### src/rtl/axi_lite_regfile_slave.sv
// ============================================================================
// axi_lite_regfile_slave
//
// AXI4-Lite slave exposing NUM_REGS byte-strobed registers of DATA_WIDTH bits.
// Only one transaction is in flight at a time. A read wins over a write that
// arrives in the same cycle. Address and data of a write may arrive in either
// order; the first half is held until the second half arrives.
//
// Parameters
//   ADDR_WIDTH  byte-address width of AWADDR/ARADDR (default 12)
//   DATA_WIDTH  data width, 32 or 64 (default 32)
//   NUM_REGS    number of registers (default 16)
//
// Ports
//   ACLK, ARESETN              clock (rising edge), async active-low reset
//   AWADDR/AWVALID/AWREADY     write-address channel
//   WDATA/WSTRB/WVALID/WREADY  write-data channel
//   BRESP/BVALID/BREADY        write-response channel
//   ARADDR/ARVALID/ARREADY     read-address channel
//   RDATA/RRESP/RVALID/RREADY  read-data channel
//
// Configuration macro
//   AXI_LITE_ERR_RESP_EN  when defined, out-of-range accesses answer SLVERR;
//                         otherwise they answer OKAY (reads return 0, writes
//                         are dropped).
// ============================================================================
module axi_lite_regfile_slave #(
    parameter int ADDR_WIDTH = 12,
    parameter int DATA_WIDTH = 32,
    parameter int NUM_REGS   = 16
) (
    input  logic                    ACLK,
    input  logic                    ARESETN,
    input  logic [ADDR_WIDTH-1:0]   AWADDR,
    input  logic                    AWVALID,
    output logic                    AWREADY,
    input  logic [DATA_WIDTH-1:0]   WDATA,
    input  logic [DATA_WIDTH/8-1:0] WSTRB,
    input  logic                    WVALID,
    output logic                    WREADY,
    output logic [1:0]              BRESP,
    output logic                    BVALID,
    input  logic                    BREADY,
    input  logic [ADDR_WIDTH-1:0]   ARADDR,
    input  logic                    ARVALID,
    output logic                    ARREADY,
    output logic [DATA_WIDTH-1:0]   RDATA,
    output logic [1:0]              RRESP,
    output logic                    RVALID,
    input  logic                    RREADY
);

    localparam int STRB_WIDTH = DATA_WIDTH / 8;
    localparam int OFFS       = $clog2(STRB_WIDTH);
    localparam int IDX_W      = ADDR_WIDTH - OFFS;

    localparam logic [1:0] RESP_OKAY   = 2'b00;
    localparam logic [1:0] RESP_SLVERR = 2'b10;

    typedef enum logic [1:0] {
        ST_IDLE,
        ST_RDATA,
        ST_WCAPT,
        ST_WRESP
    } state_t;

    state_t state_reg, state_next;

    // Goes high on the first clock edge after reset release; keeps all
    // readies low until then.
    logic run_reg;

    // In ST_WCAPT: 1 = address half captured, 0 = data half captured.
    logic                    have_aw_reg, have_aw_next;
    logic [ADDR_WIDTH-1:0]   aw_addr_reg, aw_addr_next;
    logic [DATA_WIDTH-1:0]   w_data_reg,  w_data_next;
    logic [STRB_WIDTH-1:0]   w_strb_reg,  w_strb_next;

    logic [DATA_WIDTH-1:0]   rdata_reg, rdata_next;
    logic [1:0]              rresp_reg, rresp_next;
    logic [1:0]              bresp_reg, bresp_next;

    logic                    ar_hs, aw_hs, w_hs;

    logic                    wr_en;
    logic                    wr_commit;
    logic [ADDR_WIDTH-1:0]   wr_addr;
    logic [DATA_WIDTH-1:0]   wr_data;
    logic [STRB_WIDTH-1:0]   wr_strb;
    logic [IDX_W-1:0]        wr_idx;
    logic                    wr_in_range;
    logic [1:0]              wr_resp;

    logic [IDX_W-1:0]        rd_idx;
    logic                    rd_in_range;
    logic [DATA_WIDTH-1:0]   rd_val;
    logic [1:0]              rd_resp;

    logic [NUM_REGS*DATA_WIDTH-1:0] reg_flat;

    // Byte-offset address bits carry no information for word registers.
    logic unused_addr_bits;
    assign unused_addr_bits = ^{wr_addr[OFFS-1:0], ARADDR[OFFS-1:0]};

    // ------------------------------------------------------------------
    // Ready generation
    // ------------------------------------------------------------------
    always_comb begin
        ARREADY = 1'b0;
        AWREADY = 1'b0;
        WREADY  = 1'b0;
        if (run_reg) begin
            case (state_reg)
                ST_IDLE: begin
                    ARREADY = 1'b1;
                    // A pending read blocks the write channels this cycle.
                    AWREADY = !ARVALID;
                    WREADY  = !ARVALID;
                end
                ST_WCAPT: begin
                    AWREADY = !have_aw_reg;
                    WREADY  = have_aw_reg;
                end
                default: ;
            endcase
        end
    end

    assign ar_hs = ARVALID && ARREADY;
    assign aw_hs = AWVALID && AWREADY;
    assign w_hs  = WVALID  && WREADY;

    // ------------------------------------------------------------------
    // Write path: merge live and captured halves into one write request
    // ------------------------------------------------------------------
    always_comb begin
        wr_en   = 1'b0;
        wr_addr = AWADDR;
        wr_data = WDATA;
        wr_strb = WSTRB;
        case (state_reg)
            ST_IDLE: begin
                if (aw_hs && w_hs) begin
                    wr_en = 1'b1;
                end
            end
            ST_WCAPT: begin
                if (have_aw_reg && w_hs) begin
                    wr_en   = 1'b1;
                    wr_addr = aw_addr_reg;
                end else if (!have_aw_reg && aw_hs) begin
                    wr_en   = 1'b1;
                    wr_data = w_data_reg;
                    wr_strb = w_strb_reg;
                end
            end
            default: ;
        endcase
    end

    assign wr_idx      = wr_addr[ADDR_WIDTH-1:OFFS];
    assign wr_in_range = (32'(wr_idx) < NUM_REGS);
    // Out-of-range writes never touch storage, whichever response is chosen.
    assign wr_commit   = wr_en && wr_in_range;

    assign rd_idx      = ARADDR[ADDR_WIDTH-1:OFFS];
    assign rd_in_range = (32'(rd_idx) < NUM_REGS);

`ifdef AXI_LITE_ERR_RESP_EN
    assign wr_resp = wr_in_range ? RESP_OKAY : RESP_SLVERR;
    assign rd_resp = rd_in_range ? RESP_OKAY : RESP_SLVERR;
`else
    assign wr_resp = RESP_OKAY;
    assign rd_resp = RESP_OKAY;
`endif

    // ------------------------------------------------------------------
    // Register storage, one byte-strobed register per index
    // ------------------------------------------------------------------
    generate
        for (genvar gi = 0; gi < NUM_REGS; gi++) begin : gen_reg
            logic [DATA_WIDTH-1:0] value_reg;
            logic                  hit;

            assign hit = wr_commit && (32'(wr_idx) == gi);

            always_ff @(posedge ACLK or negedge ARESETN) begin
                if (!ARESETN) begin
                    value_reg <= '0;
                end else if (hit) begin
                    for (int b = 0; b < STRB_WIDTH; b++) begin
                        if (wr_strb[b]) begin
                            value_reg[b*8 +: 8] <= wr_data[b*8 +: 8];
                        end
                    end
                end
            end

            assign reg_flat[gi*DATA_WIDTH +: DATA_WIDTH] = value_reg;
        end
    endgenerate

    // Read mux; an index with no matching register yields zero.
    always_comb begin
        rd_val = '0;
        for (int i = 0; i < NUM_REGS; i++) begin
            if (32'(rd_idx) == i) begin
                rd_val = reg_flat[i*DATA_WIDTH +: DATA_WIDTH];
            end
        end
    end

    // ------------------------------------------------------------------
    // FSM next-state and datapath capture
    // ------------------------------------------------------------------
    always_comb begin
        state_next   = state_reg;
        have_aw_next = have_aw_reg;
        aw_addr_next = aw_addr_reg;
        w_data_next  = w_data_reg;
        w_strb_next  = w_strb_reg;
        rdata_next   = rdata_reg;
        rresp_next   = rresp_reg;
        bresp_next   = bresp_reg;

        case (state_reg)
            ST_IDLE: begin
                if (ar_hs) begin
                    state_next = ST_RDATA;
                    rdata_next = rd_in_range ? rd_val : '0;
                    rresp_next = rd_resp;
                end else if (aw_hs && w_hs) begin
                    state_next = ST_WRESP;
                    bresp_next = wr_resp;
                end else if (aw_hs) begin
                    state_next   = ST_WCAPT;
                    have_aw_next = 1'b1;
                    aw_addr_next = AWADDR;
                end else if (w_hs) begin
                    state_next   = ST_WCAPT;
                    have_aw_next = 1'b0;
                    w_data_next  = WDATA;
                    w_strb_next  = WSTRB;
                end
            end
            ST_RDATA: begin
                if (RREADY) begin
                    state_next = ST_IDLE;
                end
            end
            ST_WCAPT: begin
                if (wr_en) begin
                    state_next = ST_WRESP;
                    bresp_next = wr_resp;
                end
            end
            ST_WRESP: begin
                if (BREADY) begin
                    state_next = ST_IDLE;
                end
            end
            default: begin
                state_next = ST_IDLE;
            end
        endcase
    end

    always_ff @(posedge ACLK or negedge ARESETN) begin
        if (!ARESETN) begin
            state_reg   <= ST_IDLE;
            run_reg     <= 1'b0;
            have_aw_reg <= 1'b0;
            aw_addr_reg <= '0;
            w_data_reg  <= '0;
            w_strb_reg  <= '0;
            rdata_reg   <= '0;
            rresp_reg   <= RESP_OKAY;
            bresp_reg   <= RESP_OKAY;
        end else begin
            state_reg   <= state_next;
            run_reg     <= 1'b1;
            have_aw_reg <= have_aw_next;
            aw_addr_reg <= aw_addr_next;
            w_data_reg  <= w_data_next;
            w_strb_reg  <= w_strb_next;
            rdata_reg   <= rdata_next;
            rresp_reg   <= rresp_next;
            bresp_reg   <= bresp_next;
        end
    end

    assign RVALID = (state_reg == ST_RDATA);
    assign BVALID = (state_reg == ST_WRESP);
    assign RDATA  = rdata_reg;
    assign RRESP  = rresp_reg;
    assign BRESP  = bresp_reg;

endmodule

### config.mk
export PLATFORM = sky130hd
export DESIGN_NAME = axi_lite_regfile_slave
export DESIGN_NICKNAME = d
export VERILOG_FILES = /design/src/rtl/axi_lite_regfile_slave.sv
export SDC_FILE = /design/constraint.sdc
export NUM_CORES = 1
export LEC_CHECK = 0
export BUFFER_PORTS_ARGS = -buffer_cell sky130_fd_sc_hd__buf_4
export CORE_MARGIN = 1.5
export CORE_UTILIZATION = 40
export DETAILED_ROUTE_END_ITERATION = 10
export GPL_ROUTABILITY_DRIVEN = 0
export PLACE_DENSITY_LB_ADDON = 0.08
export RECOVER_POWER = 100
export SLEW_MARGIN = 20
export SYNTH_ARGS = -nofsm -noshare
export SYNTH_HDL_FRONTEND = slang
export SYNTH_SLANG_ARGS = --single-unit
### constraint.sdc
create_clock -name ACLK -period 3.12 [get_ports ACLK]
set_input_delay 0.312 -clock ACLK [delete_from_list [all_inputs] [get_ports ACLK]]
set_output_delay 0.312 -clock ACLK [all_outputs]
set_load 0.02 [all_outputs]
* Yosys cells after proc, flatten, opt, wreduce, memory -nomap -nowiden
Index checks and enable logic that the tools add are counted.
** Cells by class
- $lt $le $gt $ge :: 2
- Equality and inequality tests :: 39
- Muxes and demuxes :: 49
- Bitwise gates (word level) :: 3
- Reductions and logical operators :: 100
** Operator list (number)
- $mux W32 :: 20
- $eq A10 B4 Y1 const B :: 16
- $reduce_and A2 Y1 :: 65
- $eq A10 B3 Y1 const B :: 8
- $eq A10 B2 Y1 const B :: 4
- $mux W12 :: 2
- $logic_and A1 B1 Y1 :: 23
- $eq A10 B1 Y1 const B :: 2
- $logic_not A10 Y1 :: 2
- $lt A10 B5 Y1 const B :: 2
- $mux W2 :: 10
- $reduce_and A4 Y1 :: 4
- $mux W4 :: 3
- $mux W1 :: 9
- $pmux W2 S4 :: 1
- $ne A2 B2 Y1 const B :: 3
- $pmux W1 S2 :: 3
- $ne A5 B5 Y1 const B :: 1
- $reduce_and A5 Y1 :: 1
- $eq A2 B2 Y1 const B :: 2
- $ne A2 B1 Y1 const B :: 2
- $pmux W2 S2 :: 1
- $reduce_bool A2 Y1 :: 2
- $not A1 Y1 :: 3
- 3 further kinds :: 4
** Storage, ports and cells
- Register bits after elaboration :: 598
- Bits of input ports :: 67
- Output and inout bits :: 41
- Word-level logic and storage cells :: 265

* Depth between registers and ports, before layout
- Word-level depth :: 18
- Mapped depth :: 10
- Gate-level depth less buffers :: 6

* Least setup slack after synthesis
Ideal clock, no wire load.
- Path type :: register to register
- Start :: register state_reg[1]
- End :: register gen_reg[4].value_reg[16]
- Setup time :: 0.125 ns
- Arrival time :: 2.434 ns
- Required time :: 2.995 ns
- Slack :: 0.561 ns
- Cell stages (with the launch flop) :: 10
- Buffers on the path :: 3
- Period minus slack after synthesis :: 2.559 ns
- Cells stage by stage :: dfrtp_1 buf_2 nor2_1 nand4_1 a2111oi_4 o22ai_2 buf_2 or3_1 buf_4 mux2_4
** On the way
- Word-level cells in the longest chain between the ends :: 11
- Elaborated cells on any way between the ends :: 28
- Classes of those cells :: order compare: 1; eq/ne: 2; mux: 16; reduce/logical: 9
** RTL lines
- start, declared :: line 67 : state_t state_reg, state_next;
- start signal, assigned :: line 280 : state_reg <= state_next;
- $eq A2 B2 Y1 / $logic_not A2 Y1 (equally long branches) :: line 113, 141
- $pmux W1 S2 :: line 113 : case (state_reg)
- $mux W1 :: line 112 : if (run_reg) begin
- $logic_and A1 B1 Y1 (on tied branches) :: line 131, 130
- $logic_and A1 B1 Y1 (on tied branches) :: line 148, 151
- $mux W12 / $mux W1 (equally long branches) :: line 148, 151
- $mux W12 / $mux W1 (equally long branches) :: line 141, 148
- $lt A10 B5 Y1 / $pmux W1 S2 (equally long branches) :: line 162, 141
- $logic_and A1 B1 Y1 :: line 164 : assign wr_commit = wr_en && wr_in_range;
- $logic_and A1 B1 Y1 :: line 185 : assign hit = wr_commit && (32'(wr_idx) == gi);
- $reduce_and A2 Y1 (no line)
- end signal, assigned by index :: line 193 : value_reg[b*8 +: 8] <= wr_data[b*8 +: 8];
- end, declared :: line 182 : logic [DATA_WIDTH-1:0] value_reg;
Parallel ways exist; a longest one is shown, timed or not.
A chain may end at the register's enable or synchronous reset.

* Final worst setup path
- Start :: register state_reg[0]
- End :: register gen_reg[10].value_reg[27]
** On the way
- Word-level cells in the longest chain between the ends :: 11
- Elaborated cells on any way between the ends :: 28
- Classes of those cells :: order compare: 1; eq/ne: 2; mux: 16; reduce/logical: 9
** RTL lines (line)
- $eq A2 B2 Y1 / $logic_not A2 Y1 (equally long branches) :: 113, 141
- $pmux W1 S2 :: 113
- $mux W1 :: 112
- $logic_and A1 B1 Y1 (on tied branches) :: 131, 130
- $logic_and A1 B1 Y1 (on tied branches) :: 148, 151
- $mux W12 / $mux W1 (equally long branches) :: 148, 151
- $mux W12 / $mux W1 (equally long branches) :: 141, 148
- $lt A10 B5 Y1 / $pmux W1 S2 (equally long branches) :: 162, 141
- $logic_and A1 B1 Y1 :: 164
- $logic_and A1 B1 Y1 :: 185
- $reduce_and A2 Y1 (no line)
- end signal, assigned by index :: 193
- end, declared :: 182
Parallel ways exist; a longest one is shown, timed or not.

==> out/metrics.yaml <==
die:
  die_area_um2: 72900
  die_w_um: 270
  start_util_pct: 40.6
  die_h_um: 270
  boundaryPins: 108
  row_count: 97
  coreArea_um2: 70300
setup_path:
  critPathTopFamily: "simple AND/OR/NAND/NOR gates"
  start_kind: "register"
  crit_required_ps: 3620
  critPathCaptureType: "register"
  cp_common_cell: "buf_4"
  r2r_end: "gen_reg[10].value_reg[27]"
  critPathMaxFanout: 10
  crit_buf_inv: 2
  critPathArrivalTime_ps: 3510
  r2r_setup_slack_ps: 110
  cpMaxStageDelayCell: "or3_1"
  worstSetupPathType: "register to register"
  crit_chain: "nor2b_1 -> nand4_1 -> a2111oi_4 -> buf_4 -> o22ai_1 -> buf_4 -> or3_1 -> mux2_2"
  worstRegToRegCells: 8
  r2r-start: "state_reg[0]"
  cpPeakStageDelay_ps: 610
place:
  postPlaceCellArea_um2: 31500
  dpl.cell_count: 3325
  dp_hpwl_um: 66500
  portBuffers: 99
  place_ws_ps: -26.5
synth:
  ys_ff_latch: 594
  yosysWarnings: 0
  async_flop_share_pct: 100
  syn_avg_cell_area_um2: 12.3
  ys_seq_area_share_pct: 52.1
  synth_edf_count: 0
  synth_area_um2: 28500
  synthCells: 2313
  ys.flop_type: "dfrtp_1"
  synth_cell_types: 71
pwr:
  power.density_nw_per_um2: 616
  p_leak_nw: 16.0
  total_power_mw: 20.8
  ir_drop_v: 0.000401
final_layout:
  nNetsFinal: 2573
  drive_gt1_share_pct: 35.3
  seqCellArea_um2: 14900
  multi_input_area_um2: 12700
  area_delta_synth_final_pct: 18.1
  num-fill-cells: 6410
  most-common-layout-cells: "dfrtp_1 (594), mux2_2 (512), buf_4 (173)"
  final_area_um2: 33700
  layout_commonest_cell: "dfrtp_1"
  largest_reg_flops: 512
  final_cells: 3499
  num_antenna_cells: 0
detailed_routing:
  vias: 20700
  drt_iter0_drc: 1435
  ant_nets: 0
  dr.pass1.iters: 5
  via_per_inst: 5.91
  remaining_drc_errors: 0
  postRouteWirelength_um: 98600
  wl_per_cell_um: 28.2
timing:
  finalHoldViolCount: 0
  timing.slew.headroom_pct: -51.5
  max_freq_mhz: 332
  drv_slew: 70
  fin_skew_ps: 18.0
  timing.hold.ws_ps: 99.5
  post-route-min-period_ps: 3010
  setup_ws_ps: 110
  setup_viol_count_final: 0
  tightestPinTransition_ps: 2270
  period_share_pct: 96.5
  rsz0062_at_grt: "false"
global_routing:
  grt_util_all_layers_pct: 27.2
  grt_max_degree: 89
  grt_pass1_wl_um: 147000
  antenna_found_initial: 1
  grt_overflow_total: 0
  grt_pass1_vias: 21300
worst_hold_path:
  hold-path-cell-count: 3
  min_to: "state_reg[0]"
  holdCritPathClass: "input port to register"
  hold_start: "AWVALID"
cts:
  clk_path_buf_depth: 3
  clk_pin_slew_worst_paths_ps: 60
  cts_root_buffer: "clkbuf_16"
  cts_made_buffers: 70
  clock_latency_ps: 620
  h-tree-depth: 3
  clock-sinks: 594
  cts_tree: "done"
run:
  max_cap_viol_count: 1
status:
  violations: "max-capacitance violations, max-slew violations"
  status: "complete, but fails checks"
## power breakdown
part,leakage (nW),internal (mW),switching (mW)
registers,8.16,8.80,0.595
logic,6.70,1.40,1.58
clock network,1.14,5.02,3.34
## worst max-delay path by stage
| stage | from | endpoint | slack (ps) | cells past startpoint |
|---|---|---|---|---|
| after floorplan | state_reg[1] | gen_reg[4].value_reg[16] | 560 | 9 |
| after global placement | AWADDR[11] | gen_reg[11].value_reg[22] | 30 | 6 |
| after detailed placement | state_reg[1] | gen_reg[11].value_reg[17] | -30 | 6 |
| after CTS | state_reg[0] | gen_reg[7].value_reg[23] | 2 | 6 |
| after global routing | state_reg[0] | gen_reg[11].value_reg[2] | 20 | 9 |
| final | state_reg[0] | gen_reg[10].value_reg[27] | 110 | 8 |
## Yosys cell counts (5+ instances only)
cell type	n	area (µm²)
a31oi_1	9	56.3
mux4_2	6	135
nor4_1	8	50.1
a32oi_1	7	61.3
mux2_2	512	5770
a22oi_1	53	398
a211oi_1	12	90.1
o2111ai_1	15	131
and3_1	5	31.3
buf_2	19	95.1
a211o_1	8	70.1
mux2_1	63	709
o221ai_1	25	219
o2bb2ai_1	11	96.3
or2_2	7	43.8
nand2b_1	20	125
nand3_1	23	115
a21o_1	14	105
o21ai_0	102	510
o211ai_1	8	60.1
clkbuf_1	161	604
a21oi_1	84	420
nor3b_1	6	45.0
dfrtp_1	594	14900
buf_4	11	82.6
a2bb2oi_1	5	43.8
o21a_1	5	37.5
nor3_1	35	175
or2_1	8	50.1
a22o_1	7	61.3
buf_1	21	78.8
o32ai_1	5	43.8
nand4_1	5	31.3
or3_1	42	263
mux2i_1	45	450
mux2_4	48	721
o22ai_1	27	169
nor2_1	74	278
a221o_1	5	50.1
a221oi_1	19	166
nand2_1	88	330
inv_1	12	45.0
nor2b_1	23	144
## metal layers
metal / track usage (%) / wire, µm / up-vias
met3: 4.25 / 5470 / 174
met5: 0 / 0 / -
met4: 9.36 / 3480 / 0
met1: 37.6 / 43600 / 11000
met2: 43.4 / 46000 / 636
li1: - / - / 8907
## what timing repair did
| action | in CTS | in global routing |
|---|---|---|
| endpoints found under the hold margin | 103 | 0 |
| pin swaps | 0 | 1 |
| hold buffers | 48 | 0 |
| buffers inserted | 0 | 1 |
| gates resized for setup | 3 | 3 |
| setup endpoints to repair | 18 | 154 |
## cell families after synthesis
family | synth area share, %
AO/OA/AOI/OAI | 10.9
flip-flops | 52.1
other | 0.0263
buffers and inverters | 3.26
multiplexers | 27.3
AND/OR/NAND/NOR | 6.42
## per-stage QoR
step / utilization, % / TNS [ps]
final: 47.9 / 0
after global routing: 47.9 / 0
after CTS: 48.8 / 0
after detailed placement: 44.8 / -183
after global placement: 44.8 / 0
after floorplan: - / 0
## layout make-up
| cell class | count | area share, % |
|---|---|---|
| inverters | 14 | 0.156 |
| well taps | 940 | 3.49 |
| flip-flops and latches | 594 | 44.1 |
| multi-input cells | 1494 | 37.6 |
| clock inverters | 18 | 0.695 |
| clock buffers | 107 | 6.19 |
| repair buffers | 332 | 7.69 |
## tightest hold or removal path, delay by kind of cell
kind	cells	cell delay, ps
compound gates	2	250
buf+inv	1	110
Note: power is estimated with default switching activity, not from simulation.
